## src/rtl/tetris_pkg.sv

```systemverilog
// Shared game-state encoding and line-clear scoring constants.
// Latency: n/a (types and constants only).
// Backpressure: n/a.
package tetris_pkg;

   typedef enum logic [1:0] {
      IDLE      = 2'd0,
      PLAYING   = 2'd1,
      GAME_OVER = 2'd2
   } game_state_t;

   // Width of the clear_rows field and the largest row count that scores.
   localparam int ROWS_W   = 3;
   localparam int MAX_ROWS = 4;

   // Base points for a clear, before the (level+1) multiplier.
   localparam int unsigned CLEAR_PTS_0 = 0;
   localparam int unsigned CLEAR_PTS_1 = 40;
   localparam int unsigned CLEAR_PTS_2 = 100;
   localparam int unsigned CLEAR_PTS_3 = 300;
   localparam int unsigned CLEAR_PTS_4 = 1200;

   // Rows are expected to be clamped to MAX_ROWS already; larger codes map to a tetris.
   function automatic int unsigned clear_base(input logic [ROWS_W-1:0] rows);
      case (rows)
         3'd0:    return CLEAR_PTS_0;
         3'd1:    return CLEAR_PTS_1;
         3'd2:    return CLEAR_PTS_2;
         3'd3:    return CLEAR_PTS_3;
         default: return CLEAR_PTS_4;
      endcase
   endfunction

endpackage

```

## src/rtl/tetris_level_ctrl.sv

```systemverilog
// Level tracker: lines-in-level counter, level, level_up pulse and gravity period.
// Latency: level/level_up one cycle after a clear; drop_period one cycle after level.
// Backpressure: none; accepts a clear every cycle.
module tetris_level_ctrl
   import tetris_pkg::*;
#(
   parameter int LEVEL_W         = 4,
   parameter int MAX_LEVEL       = 15,
   parameter int LINES_PER_LEVEL = 10,
   parameter int BASE_PERIOD     = 60,
   parameter int PERIOD_STEP     = 4,
   parameter int MIN_PERIOD      = 4
) (
   input  logic               clock,
   input  logic               reset_n,
   input  logic               restart,
   input  logic               rows_valid,
   input  logic [ROWS_W-1:0]  rows,
   output logic [LEVEL_W-1:0] level,
   output logic               level_up,
   output logic [7:0]         drop_period
);

   // Counter must hold the largest pre-wrap sum: (LINES_PER_LEVEL-1) + MAX_ROWS.
   localparam int CNT_W = $clog2(LINES_PER_LEVEL + MAX_ROWS + 1);

   logic [CNT_W-1:0] lil_q;
   logic [CNT_W-1:0] lil_sum;
   logic             at_max;
   logic [7:0]       period_nxt;
   int               reduction;

   // Running lines-in-level sum and ceiling detect; replaces a lines/LINES_PER_LEVEL divider.
   always_comb begin
      lil_sum = lil_q + CNT_W'(rows);
      at_max  = (level == LEVEL_W'(MAX_LEVEL));
   end

   // One level step at most per clear; the overshoot carries into the counter.
   always_ff @(posedge clock or negedge reset_n) begin
      if (!reset_n) begin
         lil_q    <= '0;
         level    <= '0;
         level_up <= 1'b0;
      end else if (restart) begin
         lil_q    <= '0;
         level    <= '0;
         level_up <= 1'b0;
      end else begin
         level_up <= 1'b0;
         if (rows_valid && !at_max) begin
            if (lil_sum >= CNT_W'(LINES_PER_LEVEL)) begin
               lil_q    <= lil_sum - CNT_W'(LINES_PER_LEVEL);
               level    <= level + LEVEL_W'(1);
               level_up <= 1'b1;
            end else begin
               lil_q <= lil_sum;
            end
         end
      end
   end

   // Period floor is tested before subtracting so the result never underflows.
   always_comb begin
      reduction = int'(level) * PERIOD_STEP;
      if (BASE_PERIOD <= MIN_PERIOD + reduction)
         period_nxt = 8'(MIN_PERIOD);
      else
         period_nxt = 8'(BASE_PERIOD - reduction);
   end

   // Period is registered from the already-registered level, hence one extra cycle.
   always_ff @(posedge clock or negedge reset_n) begin
      if (!reset_n)
         drop_period <= 8'(BASE_PERIOD);
      else
         drop_period <= period_nxt;
   end

endmodule

```

## src/rtl/tetris_score_engine.sv

```systemverilog
// Score/level/game-state engine; optional hiscore register under TETRIS_HISCORE_EN.
// Latency: score N+2 after an accepted event; lines/level/level_up N+1; drop_period N+2.
// Backpressure: none; one clear and one drop accepted per cycle while PLAYING.
module tetris_score_engine
   import tetris_pkg::*;
#(
   parameter int SCORE_W         = 20,
   parameter int LEVEL_W         = 4,
   parameter int MAX_LEVEL       = 15,
   parameter int LINES_PER_LEVEL = 10,
   parameter int BASE_PERIOD     = 60,
   parameter int PERIOD_STEP     = 4,
   parameter int MIN_PERIOD      = 4
) (
   input  logic               clock,
   input  logic               reset_n,
   input  logic               start,
   input  logic               clear_valid,
   input  logic [ROWS_W-1:0]  clear_rows,
   input  logic               drop_valid,
   input  logic [4:0]         drop_cells,
   input  logic               spawn_blocked,
   output logic [SCORE_W-1:0] score,
   output logic [LEVEL_W-1:0] level,
   output logic [15:0]        lines_total,
   output logic [7:0]         drop_period,
   output logic               playing,
   output logic               game_over,
   output logic               level_up
`ifdef TETRIS_HISCORE_EN
   ,
   output logic [SCORE_W-1:0] hiscore
`endif
);

   localparam logic [63:0] SCORE_MAX = (64'd1 << SCORE_W) - 64'd1;

   game_state_t        state_q, state_d;
   logic               accept, clr_acc, drp_acc;
   logic [ROWS_W-1:0]  rows_eff;
   logic [63:0]        evt_pts;
   logic [SCORE_W-1:0] pts_d, pts_q;
   logic [SCORE_W:0]   score_sum;
   logic [SCORE_W-1:0] score_nxt;
   logic [16:0]        lines_sum;

   // Game state register.
   always_ff @(posedge clock or negedge reset_n) begin
      if (!reset_n) state_q <= IDLE;
      else          state_q <= state_d;
   end

   // Next state: start always (re)enters PLAYING and wins over spawn_blocked.
   always_comb begin
      state_d = state_q;
      case (state_q)
         IDLE:      if (start) state_d = PLAYING;
         PLAYING:   if (start) state_d = PLAYING;
                    else if (spawn_blocked) state_d = GAME_OVER;
         GAME_OVER: if (start) state_d = PLAYING;
         default:   state_d = IDLE;
      endcase
   end

   assign playing   = (state_q == PLAYING);
   assign game_over = (state_q == GAME_OVER);

   // Event qualification and stage-1 points, priced at the pre-increment level.
   always_comb begin
      accept   = playing && !start;
      clr_acc  = clear_valid && accept;
      drp_acc  = drop_valid && accept;
      rows_eff = (clear_rows > ROWS_W'(MAX_ROWS)) ? ROWS_W'(MAX_ROWS) : clear_rows;
      evt_pts  = 64'd0;
      if (clr_acc)
         evt_pts = 64'(clear_base(rows_eff)) * (64'(level) + 64'd1);
      if (drp_acc)
         evt_pts = evt_pts + 64'(drop_cells);
      pts_d     = (evt_pts > SCORE_MAX) ? SCORE_MAX[SCORE_W-1:0] : evt_pts[SCORE_W-1:0];
      score_sum = {1'b0, score} + {1'b0, pts_q};
      score_nxt = score_sum[SCORE_W] ? {SCORE_W{1'b1}} : score_sum[SCORE_W-1:0];
      lines_sum = {1'b0, lines_total} + 17'(rows_eff);
   end

   // Two-stage score pipeline; start flushes both stages so nothing leaks into a new game.
   always_ff @(posedge clock or negedge reset_n) begin
      if (!reset_n) begin
         pts_q <= '0;
         score <= '0;
      end else if (start) begin
         pts_q <= '0;
         score <= '0;
      end else begin
         pts_q <= pts_d;
         score <= score_nxt;
      end
   end

   // Saturating lines-this-game counter.
   always_ff @(posedge clock or negedge reset_n) begin
      if (!reset_n)
         lines_total <= '0;
      else if (start)
         lines_total <= '0;
      else if (clr_acc)
         lines_total <= lines_sum[16] ? 16'hFFFF : lines_sum[15:0];
   end

   tetris_level_ctrl #(
      .LEVEL_W         (LEVEL_W),
      .MAX_LEVEL       (MAX_LEVEL),
      .LINES_PER_LEVEL (LINES_PER_LEVEL),
      .BASE_PERIOD     (BASE_PERIOD),
      .PERIOD_STEP     (PERIOD_STEP),
      .MIN_PERIOD      (MIN_PERIOD)
   ) u_level_ctrl (
      .clock       (clock),
      .reset_n     (reset_n),
      .restart     (start),
      .rows_valid  (clr_acc),
      .rows        (rows_eff),
      .level       (level),
      .level_up    (level_up),
      .drop_period (drop_period)
   );

`ifdef TETRIS_HISCORE_EN
   logic go_d;

   // One cycle after entering GAME_OVER, score_nxt holds the fully drained final score.
   always_ff @(posedge clock or negedge reset_n) begin
      if (!reset_n) begin
         go_d    <= 1'b0;
         hiscore <= '0;
      end else begin
         go_d <= playing && (state_d == GAME_OVER);
         if (go_d && (score_nxt > hiscore))
            hiscore <= score_nxt;
      end
   end
`endif

endmodule
```

## config.mk

```make
export PLATFORM = sky130hd
export DESIGN_NAME = tetris_score_engine
export DESIGN_NICKNAME = d
export VERILOG_FILES = /design/src/rtl/tetris_pkg.sv /design/src/rtl/tetris_level_ctrl.sv /design/src/rtl/tetris_score_engine.sv
export SDC_FILE = /design/constraint.sdc
export NUM_CORES = 1
export LEC_CHECK = 0
export CORE_MARGIN = 5
export CORE_UTILIZATION = 58
export DETAILED_ROUTE_END_ITERATION = 16
export PLACE_DENSITY = 0.79
export SYNTH_ARGS = -nofsm -noshare
export SYNTH_HDL_FRONTEND = slang
export SYNTH_HIERARCHICAL = 1
export SYNTH_SLANG_ARGS = --single-unit
```

## constraint.sdc

```tcl
create_clock -name clock -period 5.8 [get_ports clock]
set_input_delay 0.58 -clock clock [delete_from_list [all_inputs] [get_ports clock]]
set_output_delay 0.58 -clock clock [all_outputs]
set_load 0.1 [all_outputs]
```

==> impl_metrics.yaml <==
outcome:
  status: "completed"
power:
  power.internal_w: 0.0007198
  p_sw_w: 0.0003912
  seqPwrFrac_pct: 45.7
  vdd_drop_max_v: 0.0001227
  leakage_nw: 3.137
  power_w: 0.001111
  switching_share_pct: 35.21
  pwr_density_cell_nw_per_um2: 169.8
  power_frac_clock_pct: 32.1
  p_comb_share_pct: 22.3
min_path:
  hp-class: "in -> async"
timing:
  finalMaxSlewViolations: 0
  finalCriticalPeriod_ns: 5.093
  hold_viol: 0
  timing.fmax_mhz: 196.4
  max_slew_margin_pct: 34.02
  grt_setup_unrepaired: "no"
  max_slew.worst_pin.slew_ns: 0.9866
  finalCritPeriodShare_pct: 87.80
  setup_viol: 0
  timing.hold.ws_ns: 0.4200
  fin_worst_skew_ns: 0.01398
  final.setup.tns_ns: 0
clock_network:
  post_cts_buffers: 0
  ctsLongestPathBuffers: 2
  cts_buffers: 9
  cts.sinks: 69
  postCtsHoldBufs: 0
  cts-root-buf: "clkbuf_8"
  clk_pin_slew_ns: 0.08
  cts_max_level: 3
  clk_latency_ns: 0.36
  cts_resized: 0
  cts_tree: "done"
synthesis:
  avgSynthCellArea_um2: 9.186
  synth.cell_area_um2: 5695
  synth-edff-count: 0
  synthCells: 620
  synth_area_leaders: "dfrtp_1 (29%), ha_1 (13%), fa_1 (7.0%), a21oi_1 (4.6%), inv_1 (3.6%)"
  synth-warning-count: 6
  yosysSeqAreaShare_pct: 30.40
  ys_top_cells_by_count: "dfrtp_1 (65), ha_1 (57), inv_1 (55)"
  post-synth-top-area-cell: "dfrtp_1"
  synth.most_common_cell: "dfrtp_1"
  synth_top_area_share_pct: 28.56
  ys.flop_type: "dfrtp_1"
  yosysUniqueCellTypes: 73
  ys_ff_latch: 69
  synthArstFlopShare_pct: 100.0
die:
  chipWidth_um: 109.1
  die-area_um2: 11900
  fp.coreArea_um2: 9684
  die_h_um: 109.1
  start_util_pct: 58.81
  fp-row-count: 36
  ios: 65
global_routing:
  overflow: 0
  grt_pass1_vias: 4603
  antenna_found_initial: 0
  grt_usage_pct: 22.75
  grt_pass1_wl_um: 21670
  grt_start_max_net_pins: 70
final_layout:
  diodes: 0
  finalNetCount: 765
  final_core_util_pct: 67.57
  syn2layout_area_growth_pct: 14.89
  drive_above_1_share_pct: 8.689
  final_area_um2: 6544
setup_path:
  reg2reg_slack_ns: 0.74
  crit_fanout: 8
  critPathSlowestCell: "fa_1"
  crit_required_ns: 6.04
  cp-end-kind: "register"
  cp_slowest_stage_delay_ns: 0.53
  worstPathCellList: "clkdlybuf4s50_1 > buf_4 > nand2b_1 > inv_1 > nand2_1 > fa_1 > inv_1 > fa_1 > inv_1 > fa_1 > inv_1 > ha_1 > o21ai_0 > o21bai_1 > a41o_1 > xor2_1 > nand2_1 > nor3_1 > nand4b_1 > xor2_1"
  cp.arrival_ns: 5.33
  worstSetupStartpointType: "input pin"
  crit_top_cell: "inv_1"
  worstSetupPathType: "in -> reg"
  rr_worst_depth: 16
route:
  drtIter0Drc: 218
  routed-via-count: 4619
  dr.pass1.iters: 4
  viasPerCell: 5.688
  wl_per_cell_um: 15.54
  drt-total-wl_um: 12620
  drc: 0
  ant_nets: 0
run:
  maxCapViolCount: 0
placement:
  place_hpwl_um: 9662
  port_buffers: 60
  gp_congestion: 1.032
  dpl_cell_area_um2: 6370
[cells by family (layout without fill, tap and decap cells)]
group	after synthesis	in the layout	synth area share (%)
XOR/XNOR	36	36	5.668
flip-flops	69	69	30.40
multiplexers	9	9	1.713
adder cells (fa/ha/maj)	78	78	19.73
AO/OA/AOI/OAI	148	148	18.23
other	2	5	0.1319
AND/OR/NAND/NOR	198	198	18.26
buffers and inverters	80	136	5.865
[worst paths after layout]
check,from,end
setup / recovery,clear_rows[2],pts_q[15]
max in group asynchronous,reset_n,u_level_ctrl/level[1]
hold reg to reg,u_level_ctrl/lil_q[0],u_level_ctrl/lil_q[0]
setup reg to reg,u_level_ctrl/level[0],pts_q[16]
min in group clock,u_level_ctrl/lil_q[0],u_level_ctrl/lil_q[0]
hold / removal,reset_n,pts_q[3]
[cells in the final DEF, fill, tap and decap left out, drive strengths merged, types with 4 or more instances in the layout]
master and count:
dfrtp 65, a21oi 63, clkdlybuf4s50 58, ha 57, inv 57, nor2 48
nand2 41, nand3 21, fa 20, xnor2 18, xor2 18, o21ai 18
a21o 16, nor3 14, nor2b 11, nand2b 11, and3 10, and2 9
clkbuf 9, a31oi 9, nand4 7, mux2 6, buf 6, conb 5
o211ai 4, o21bai 4, nand3b 4, a211oi 4, nor3b 4, dfstp 4
or4 4, a311oi 4
[metal layers]
layer  up-vias  track usage (%)  wire length [µm]
met4         0            9.197               342
met3        30            3.256               475
met1      2217            31.05              5744
li1       2271                -                 -
met2       101            36.40              6057
met5         -                0                 0
[through the flow]
stage,worst slack (ns),std cells
final,0.7073,812
after global routing,0.3521,812
after CTS,0.7410,812
after detailed placement,0.3794,796
after global placement,0.5438,796
after floorplan,0.5714,623
[final cells by class]
class / count / area, µm²
clock buffer: 9 / 123.9
clock inverter: 7 / 50.05
fill: 788 / 3141
inverter: 56 / 210.2
multi-input combinational: 474 / 3641
sequential: 69 / 1732
tap: 133 / 166.4
timing repair buffer: 64 / 620.6
[power by group through the flow]
| stage | Sequential, W | Clock, W | Combinational [W] |
|---|---|---|---|
| 2_1_floorplan | 0.000579 | 0 | 0.000120 |
| 4_1_cts | 0.000508 | 0.000366 | 0.000249 |
| 3_5_place_dp | 0.000517 | 0 | 0.000248 |
| 6_report | 0.000507 | 0.000356 | 0.000247 |
| 5_1_grt | 0.000510 | 0.000384 | 0.000267 |
| 3_3_place_gp | 0.000516 | 0 | 0.000242 |
[sequential cells by signal (all words and copies together), names as in the netlist]
signal / cells
score: 20
pts_q: 18
lines_total: 16
u_level_ctrl/drop_period: 4
u_level_ctrl/level: 4
u_level_ctrl/lil_q: 4
state_q: 2
u_level_ctrl/level_up: 1
[critical path, delay by kind of cell]
kind	cells	cell delay [ns]
adder cells (fa/ha/maj)	4	1.89
AO/OA/AOI/OAI	3	0.64
buffers and inverters	6	1.10
AND/OR/NAND/NOR	5	0.83
XOR/XNOR	2	0.32
Note: power is estimated with default switching activity, not from simulation.
